==> config.mk <==
export PLATFORM = sky130hd
export DESIGN_NAME = sram_arbiter
export DESIGN_NICKNAME = d
export VERILOG_FILES = /design/src/rtl/bk_mem_pkg.sv /design/src/rtl/req_edge_det.sv /design/src/rtl/sram_arbiter.sv
export SDC_FILE = /design/constraint.sdc
export NUM_CORES = 1
export LEC_CHECK = 0
export ABC_CLOCK_PERIOD_IN_PS = 1890
export CAP_MARGIN = 20
export CORE_ASPECT_RATIO = 1.2
export CORE_MARGIN = 2
export CORE_UTILIZATION = 36
export CTS_CLUSTER_SIZE = 28
export DETAILED_ROUTE_END_ITERATION = 12
export HOLD_SLACK_MARGIN = 0.15
export PLACE_DENSITY = 0.82
export SLEW_MARGIN = 20
export SYNTH_ARGS = -nofsm -noshare
export SYNTH_HDL_FRONTEND = slang
export SYNTH_HIERARCHICAL = 1
export SYNTH_SLANG_ARGS = --single-unit
==> constraint.sdc <==
create_clock -name clk25 -period 1.89 [get_ports clk25]
set_input_delay 0.2835 -clock clk25 [delete_from_list [all_inputs] [get_ports clk25]]
set_output_delay 0.2835 -clock clk25 [all_outputs]
set_load 0.01 [all_outputs]
==> src/rtl/bk_mem_pkg.sv <==
// Shared definitions for the BK memory subsystem: SRAM arbiter state
// encoding, the default video window base and CPU address helpers.
package bk_mem_pkg;

  typedef enum logic [1:0] {
    ST_IDLE     = 2'd0,
    ST_CPU_ACC  = 2'd1,
    ST_HOST_ACC = 2'd2,
    ST_WAIT_END = 2'd3
  } arb_state_t;

  // Upper SRAM address bits that place the 8K-word video buffer.
  localparam logic [4:0] VIDEO_BASE_DEF = 5'b00001;

  // The CPU issues byte addresses; the SRAM is word addressed.
  function automatic logic [14:0] cpu_word(input logic [15:0] adr);
    return adr[15:1];
  endfunction

endpackage

==> src/rtl/req_edge_det.sv <==
// Rising-edge detector for the CPU read/write strobes. One pulse per new
// request; a strobe held high across reset does not count as an edge.
module req_edge_det (
  input  logic clk25,
  input  logic reset_n,
  input  logic cpu_rd,
  input  logic cpu_wt,
  output logic rise
);

  logic rd_q;
  logic wt_q;

  // Previous-cycle copies of the strobes, reset high so only a fresh rise arms a request.
  always_ff @(posedge clk25 or negedge reset_n) begin
    if (!reset_n) begin
      rd_q <= 1'b1;
      wt_q <= 1'b1;
    end else begin
      rd_q <= cpu_rd;
      wt_q <= cpu_wt;
    end
  end

  assign rise = (cpu_rd & ~rd_q) | (cpu_wt & ~wt_q);

endmodule

==> src/rtl/sram_arbiter.sv <==
// Single-port SRAM arbiter: video fetch (absolute priority, one slot in 16),
// CPU access, then an optional host port.
// Build option: define HOST_PORT_EN to enable the host path; otherwise the
// host inputs are ignored, host_ack_o stays 0 and host_din_o stays 0.
//
// CPU handshake: a rising edge on cpu_rd_i or cpu_wt_i posts a request that
// is never dropped. After the one-cycle SRAM access cpu_reply_o rises and
// stays high until the CPU releases both strobes; it clears on the following
// edge. Host handshake: host_req_i is a level; each served access returns a
// single-cycle host_ack_o, and a new host access is not started in the cycle
// in which host_ack_o is high, so the host has one cycle to drop the request.
module sram_arbiter
  import bk_mem_pkg::*;
#(
  parameter int         ADDR_W     = 18,
  parameter logic [4:0] VIDEO_BASE = VIDEO_BASE_DEF
) (
  input  logic              clk25,
  input  logic              reset_n,
  input  logic              video_load_i,
  input  logic [12:0]       video_addr_i,
  output logic [15:0]       video_data_o,
  input  logic              cpu_rd_i,
  input  logic              cpu_wt_i,
  input  logic              cpu_byte_i,
  input  logic [15:0]       cpu_adr_i,
  input  logic [15:0]       cpu_dout_i,
  output logic [15:0]       cpu_din_o,
  output logic              cpu_reply_o,
  input  logic              host_req_i,
  input  logic              host_we_n_i,
  input  logic [ADDR_W-1:0] host_addr_i,
  input  logic [15:0]       host_dout_i,
  output logic              host_ack_o,
  output logic [15:0]       host_din_o,
  output logic [ADDR_W-1:0] sram_addr_o,
  input  logic [15:0]       sram_dq_i,
  output logic [15:0]       sram_dq_o,
  output logic              sram_dq_oe_o,
  output logic              sram_oe_n_o,
  output logic              sram_we_n_o,
  output logic              sram_lb_n_o,
  output logic              sram_ub_n_o,
  output arb_state_t        dbg_state
);

`ifdef HOST_PORT_EN
  localparam bit HOST_EN = 1'b1;
`else
  localparam bit HOST_EN = 1'b0;
`endif

  arb_state_t state;
  logic       pending;
  logic       cpu_rise;
  logic       cpu_req;
  logic       video_act;
  logic       take_cpu;
  logic       take_host;

  req_edge_det u_edge (
    .clk25   (clk25),
    .reset_n (reset_n),
    .cpu_rd  (cpu_rd_i),
    .cpu_wt  (cpu_wt_i),
    .rise    (cpu_rise)
  );

  // Video slots are ignored while reset is held so the SRAM stays quiet.
  assign video_act = video_load_i & reset_n;
  assign cpu_req   = pending | cpu_rise;
  assign take_cpu  = (state == ST_IDLE) & cpu_req & ~video_act;
  assign take_host = (state == ST_IDLE) & HOST_EN & host_req_i & ~host_ack_o
                     & ~cpu_req & ~video_act;
  assign dbg_state = state;

  // Arbiter FSM; an access state that collides with a video slot waits it out.
  always_ff @(posedge clk25 or negedge reset_n) begin
    if (!reset_n) begin
      state       <= ST_IDLE;
      pending     <= 1'b0;
      cpu_reply_o <= 1'b0;
      host_ack_o  <= 1'b0;
      cpu_din_o   <= '0;
      host_din_o  <= '0;
    end else begin
      host_ack_o <= 1'b0;
      pending    <= cpu_req & ~take_cpu;
      case (state)
        ST_IDLE: begin
          if (take_cpu)       state <= ST_CPU_ACC;
          else if (take_host) state <= ST_HOST_ACC;
        end
        ST_CPU_ACC: begin
          if (!video_act) begin
            if (!cpu_wt_i) cpu_din_o <= sram_dq_i;
            cpu_reply_o <= 1'b1;
            state       <= ST_WAIT_END;
          end
        end
        ST_HOST_ACC: begin
          if (!video_act) begin
            if (host_we_n_i) host_din_o <= sram_dq_i;
            host_ack_o <= 1'b1;
            state      <= ST_IDLE;
          end
        end
        ST_WAIT_END: begin
          if (!cpu_rd_i && !cpu_wt_i) begin
            cpu_reply_o <= 1'b0;
            state       <= ST_IDLE;
          end
        end
        default: state <= ST_IDLE;
      endcase
    end
  end

  // Video word capture at the end of every video slot.
  always_ff @(posedge clk25 or negedge reset_n) begin
    if (!reset_n)       video_data_o <= '0;
    else if (video_act) video_data_o <= sram_dq_i;
  end

  // SRAM pin mux: video overrides everything, otherwise the current access.
  always_comb begin
    sram_addr_o  = '0;
    sram_dq_o    = '0;
    sram_dq_oe_o = 1'b0;
    sram_oe_n_o  = 1'b1;
    sram_we_n_o  = 1'b1;
    sram_lb_n_o  = 1'b1;
    sram_ub_n_o  = 1'b1;
    if (video_act) begin
      sram_addr_o = ADDR_W'({VIDEO_BASE, video_addr_i});
      sram_oe_n_o = 1'b0;
      sram_lb_n_o = 1'b0;
      sram_ub_n_o = 1'b0;
    end else begin
      case (state)
        ST_CPU_ACC: begin
          sram_addr_o = ADDR_W'(cpu_word(cpu_adr_i));
          sram_lb_n_o = cpu_byte_i & cpu_adr_i[0];
          sram_ub_n_o = cpu_byte_i & ~cpu_adr_i[0];
          if (cpu_wt_i) begin
            sram_we_n_o  = 1'b0;
            sram_dq_oe_o = 1'b1;
            sram_dq_o    = cpu_dout_i;
          end else begin
            sram_oe_n_o = 1'b0;
          end
        end
        ST_HOST_ACC: begin
          sram_addr_o = host_addr_i;
          sram_lb_n_o = 1'b0;
          sram_ub_n_o = 1'b0;
          if (!host_we_n_i) begin
            sram_we_n_o  = 1'b0;
            sram_dq_oe_o = 1'b1;
            sram_dq_o    = host_dout_i;
          end else begin
            sram_oe_n_o = 1'b0;
          end
        end
        default: ;
      endcase
    end
  end

endmodule

==> results of run 1 <==
==> report_power, final <==
part	internal, W	leakage [nW]	switching (W)
Combinational	0.00332	1.80	0.00244
Clock	0.000530	0.0654	0.000370
Sequential	0.00162	0.657	0.000257
==> cell usage in the layout (no fill, tap or decap), types with 3 or more instances in the layout <==
master           instances
clkbuf_16                3
buf_2                   29
and3_4                   4
o21ai_2                  3
clkbuf_8                 5
buf_6                   22
clkdlybuf4s50_1        152
nand2_1                 62
mux2_2                  16
buf_4                   22
ha_4                     5
nor2_4                   9
mux2_4                  17
buf_16                   4
inv_1                    4
o21ai_1                 11
buf_12                  11
nor2_1                   9
dfrtp_1                 52
nor2_2                   8
a22oi_1                  4
a22oi_2                 27
==> critical path, cell delays in order, from the launching register on <==
cell and delay (ps):
dfrtp_2 430, inv_4 80, ha_4 320, nand2_8 80
buf_12 150, a221o_1 280, buf_2 150
==> layer usage <==
metal	share of wire [%]	vias up
met3	5.7	29
met1	35	1548
met2	57	179
li1	-	1429
met4	3.0	0
met5	0	-
==> worst max path at each step <==
stage	end	cells after the start	from
floorplan	sram_dq_o[10]	7	dbg_state[0]
global placement	sram_addr_o[4]	6	video_load_i
detailed placement	sram_addr_o[5]	6	video_load_i
CTS	sram_we_n_o	6	dbg_state[1]
global route	sram_we_n_o	6	dbg_state[0]
finish	sram_we_n_o	6	dbg_state[1]
==> final cells by class <==
cell class / instances / area share (%)
Clock buffer: 6 / 1.24
Clock inverter: 2 / 1.03
Inverter: 7 / 0.535
Multi-Input combinational cell: 199 / 29.1
Sequential cell: 55 / 23.6
Tap cell: 92 / 1.97
Timing Repair Buffer: 243 / 42.5
==> flip-flops by register name (all words and copies together) (netlist names) <==
register	cells
video_data_o	16
pending	1
dbg_state	2
u_edge/wt_q	1
u_edge/rd_q	1
cpu_din_o	16
host_ack_o	1
cpu_reply_o	1
host_din_o	16
==> through the flow <==
stage / instances / utilization, % / worst slack, ps
after floorplan: 281 / - / 15.5
final: 604 / 76.7 / -201
after global routing: 604 / 76.7 / -247
after global placement: 574 / 66.4 / -294
after CTS: 593 / 71.7 / -110
after detailed placement: 574 / 66.4 / -367
==> what timing repair did <==
action,in CTS,in global routing
gates resized for setup,236,49
endpoints found under the setup margin,39,56
buffers inserted,6,7
cloned,5,4
hold buffers,0,0
pin swaps,9,22
==> kinds of logic after synthesis <==
logic type	after synthesis	synth area share (%)
buffers and inverters	27	4.40
AO/OA/AOI/OAI	57	13.9
AND/OR/NAND/NOR	101	14.7
multiplexers	34	14.9
flip-flops	55	49.0
adder cells (fa/ha/maj)	7	3.11
==> out/results.ini, run 1 <==
[clock_tree]
cts_tree=done
cts_root_buf=clkbuf_8
numCtsBuffers=5
clk_pin_slew_ps=100
cts.path.max_buffers=2
insertion_delay_ps=300
htreeDepth=2
cts.sinks=55

[floorplanning]
rows=35
die_h_um=101
initial_core_util_pct=36.9
dieArea_mm2=0.00854
io_pins=194
die_w_um=84.7
core_area_mm2=0.00762

[routing]
wl_mm=11.8
routed_via_density=5.27
wl_per_cell_um=19.6
first_pass_iters=4
drt_iter0_markers=124
postRouteAntennaNets=0
drc=0
num_vias=3185

[cells_and_area]
seqCellArea_mm2=0.00138
fillers=468
drive_gt1_share_pct=39.8
syn_to_final_growth_pct=108
fin_area_mm2=0.00584
multi_input_area_mm2=0.00170
finalNetCount=621
antenna_cells=0

[global_routing]
grt_max_degree=57
grt_util_met2_pct=46.8
use_met1_pct=25.4
grt_pass1_vias=3195
busiest_layer=met2
met3_usage_pct=3.69
gr-usage-all-layers_pct=23.3
antenna_found_initial=0
grt_pass1_wl_mm=15.9
gr-total-overflow=0

[synthesis]
synth_area_leaders=dfrtp_1 47%, mux2_2 9.2%, nand2_1 8.5%, a22oi_1 8.3%, mux2_4 5.3%
ys_seq_elements=55
syn_nets=391
yosys_warnings=6
syn_area_mm2=0.00281
yosysMostFrequentCell=nand2_1
synth_edf_count=0
synth_top_area_cell=dfrtp_1
synth_commonest_cells=64 x nand2_1, 53 x dfrtp_1, 31 x a22oi_1
synth.yosys.seq_area_share_pct=49.0
synth_flop_cell=dfrtp_1
synthCells=281
ys_types=30
async_flop_share_pct=100
synth_top_area_share_pct=47.1
avgSynthCellArea_um2=10.0

[run_status]
status=finished with violations
failed_checks=setup timing

[setup_path]
worst_setup_path_end_kind=output port
rrSetupSlack_ps=-100
critPathLaunchType=flop
regToRegEndpoint=host_din_o[14]
crit_type=reg2out
r2r_cells=9
cp_data_arrival_time_ps=1810
worstPathRequired_ps=1610
r2r-start=dbg_state[0]
cp_max_fo=5

[sta]
slew_violations=0
min_period_ps=2090
tns_ps=-5970
setup_viol=55
finalHoldWorstSlack_ps=266
fin_skew_ps=3.94
rsz0062_at_grt=yes
tightest_slew_ps=698
hold_violations=0
slew_headroom_pct=53.5
fmax_mhz=478
post-route-period-util_pct=111
finalWorstSetupSlack_ps=-201

[power_and_ir_drop]
leakage_nw=2.52
powerDensity_mw_per_mm2=1460
ir_drop_v=0.000911
total_power_w=0.00854

[place]
port_buffers=192
placed_area_mm2=0.00506
dp.final_hpwl_mm=7.40
globalplace.congestion=0.845

[hold_path]
hold_class=in2async

[run]
cap_violations=0

Note: power is estimated with default switching activity, not from simulation.
==> inputs of run 2 (changes only) <==
--- a/config.mk
+++ b/config.mk
@@ -10,6 +10,7 @@
 export CORE_ASPECT_RATIO = 1.2
 export CORE_MARGIN = 2
 export CORE_UTILIZATION = 36
+export CTS_BUF_LIST = sky130_fd_sc_hd__clkbuf_8
 export CTS_CLUSTER_SIZE = 28
 export DETAILED_ROUTE_END_ITERATION = 12
 export HOLD_SLACK_MARGIN = 0.15
==> run 2 against run 1 <==
Register-to-register slack about the same. Worst hold slack about the same. Non-clock buffer count stayed put. Largest power group unchanged. The flow still finishes with violations (setup timing). Clock skew about the same. Total power is essentially flat.
==> out/results.ini, run 2 (synthesis results as in run 1) <==
[floorplanning]
die_w_um=84.7  ; unchanged
core_area_mm2=0.00762  ; unchanged
initial_core_util_pct=36.9  ; unchanged
dieArea_mm2=0.00854  ; unchanged
die_h_um=101  ; unchanged
rows=35  ; unchanged
io_pins=194  ; unchanged

[clock_tree]
cts_tree=done
insertion_delay_ps=300  ; about the same
cts.path.max_buffers=2  ; unchanged
numCtsBuffers=5  ; unchanged
cts.sinks=55  ; unchanged
htreeDepth=2  ; unchanged
ctsHoldBuffers=0  ; unchanged
clk_pin_slew_ps=100  ; about the same
cts_root_buf=clkbuf_8

[hold_path]
hold_class=in2async

[routing]
postRouteAntennaNets=0  ; unchanged
routed_via_density=5.27  ; about the same
drc=0  ; unchanged
wl_per_cell_um=19.6  ; about the same
first_pass_iters=4  ; unchanged
num_vias=3186  ; +0.031%
wl_mm=11.8  ; about the same
drt_iter0_markers=123  ; -0.81%

[setup_path]
critPathSlowestCell=dfrtp_2
worstPathRequired_ps=1610  ; about the same
critPathLaunchType=flop
cp_cell_sequence=inv_4 -> ha_4 -> nand2_8 -> buf_12 -> a221o_1 -> buf_2
cp_data_arrival_time_ps=1810  ; about the same
crit_type=reg2out
worst_setup_path_end_kind=output port
rrSetupSlack_ps=-100  ; about the same
cp_max_fo=5  ; unchanged
critical_path_buf_inv_count=3  ; unchanged
critPathTopFamily=flip-flops
crit_path_start=dbg_state[1]
r2r-start=dbg_state[0]
slowest_delay_ps=430  ; about the same

[sta]
post-route-period-util_pct=111  ; about the same
finalHoldWorstSlack_ps=265  ; -0.0930 ps
fin_skew_ps=3.91  ; -0.0346 ps
min_period_ps=2090  ; +0.440 ps
slew_violations=0  ; unchanged
fmax_mhz=478  ; about the same
slew_headroom_pct=53.5  ; about the same
hold_violations=0  ; unchanged
setup_viol=55  ; unchanged
finalWorstSetupSlack_ps=-201  ; -0.440 ps
tightest_slew_ps=698  ; -0.0610 ps
rsz0062_at_grt=yes

[global_routing]
grt_pass1_wl_mm=15.9  ; unchanged
grt_pass1_vias=3195  ; unchanged
gr-total-overflow=0  ; unchanged
gr-usage-all-layers_pct=23.3  ; unchanged
antenna_found_initial=0  ; unchanged
grt_max_degree=57  ; unchanged

[power_and_ir_drop]
seq_power_share_pct=22.0  ; about the same
leakage_nw=2.53  ; +0.16%
swShare_pct=36.0  ; about the same
total_power_w=0.00853  ; about the same
p_clk_share_pct=10.5  ; about the same
powerDensity_mw_per_mm2=1460  ; about the same
pwr-share-comb_pct=67.5  ; about the same
ir_drop_v=0.000908  ; -0.35%
p_switching_w=0.00307  ; about the same
p_int_w=0.00546  ; about the same

[place]
port_buffers=192  ; unchanged
dp.final_hpwl_mm=7.40  ; unchanged
dp_cells=574  ; unchanged
globalplace.congestion=0.845  ; unchanged

[run_status]
status=finished with violations
failed_checks=setup timing

[cells_and_area]
syn_to_final_growth_pct=108  ; unchanged
finalNetCount=621  ; unchanged
layout_common_cells=152 x clkdlybuf4s50_1, 62 x nand2_1, 52 x dfrtp_1, 29 x buf_2, 27 x a22oi_2
final_cell_count_no_fill=604  ; unchanged
drive_gt1_share_pct=39.8  ; unchanged
mostFrequentLayoutCell=clkdlybuf4s50_1
largestRegisters=cpu_din_o x16, host_din_o x16, video_data_o x16
antenna_cells=0  ; unchanged

[run]
cap_violations=0  ; unchanged

-- run 2: power by group through the flow --
stage	Clock [W]	Sequential [W]	Combinational, W
after floorplan	0	0.00207	0.00152
after detailed placement	0	0.00188	0.00404
final	0.000895	0.00188	0.00576
after global placement	0	0.00185	0.00398
after global routing	0.000947	0.00193	0.00603
after CTS	0.000911	0.00187	0.00486
-- run 2: final timing paths --
kind,to,cells after the start
max in group asynchronous,video_data_o[13],3
hold / removal,pending,3
setup reg to reg,host_din_o[14],9
hold reg to reg,video_data_o[6],2
setup / recovery,sram_we_n_o,6
min in group clk25,video_data_o[6],2
-- run 2: layout make-up --
cell class,instances,area [um^2]
sequential,55,1380
timing repair buffer,243,2480
clock inverter,3,63.8
tap,92,115
fill,468,1780
inverter,7,31.3
clock buffer,5,68.8
multi-input combinational,199,1700
-- run 2: through the flow --
step,util [%],cell area (um^2),setup TNS (ps),setup WS (ps)
floorplan,-,2820,0,15.5
global placement,66.4,5060,-9130,-294
detailed placement,66.4,5060,-10860,-367
CTS,71.7,5470,-2550,-110
global route,76.7,5840,-9180,-247
finish,76.7,5840,-5970,-201
-- run 2: routing by layer --
metal	vias up	share of wire (%)	GRT usage [%]
met1	1549	35	25.4
met3	29	5.7	3.69
met2	179	57	46.8
met5	-	0	0
li1	1429	-	-
met4	0	3.0	5.01
-- run 2: worst register-to-register path, cell delays in order (launching register included) --
cell and delay (ps):
dfrtp_1 420, inv_2 150, buf_6 130, ha_4 150, buf_12 120, buf_16 110
buf_6 100, and3_4 240, clkbuf_16 170, mux2_4 290
-- run 2: timing repair --
action                                  4_1_cts  5_1_grt
gates cloned                                  5        4
pin swaps                                     9       22
resized for setup                           236       49
endpoints found under the setup margin       39       56
buffers inserted                              6        7
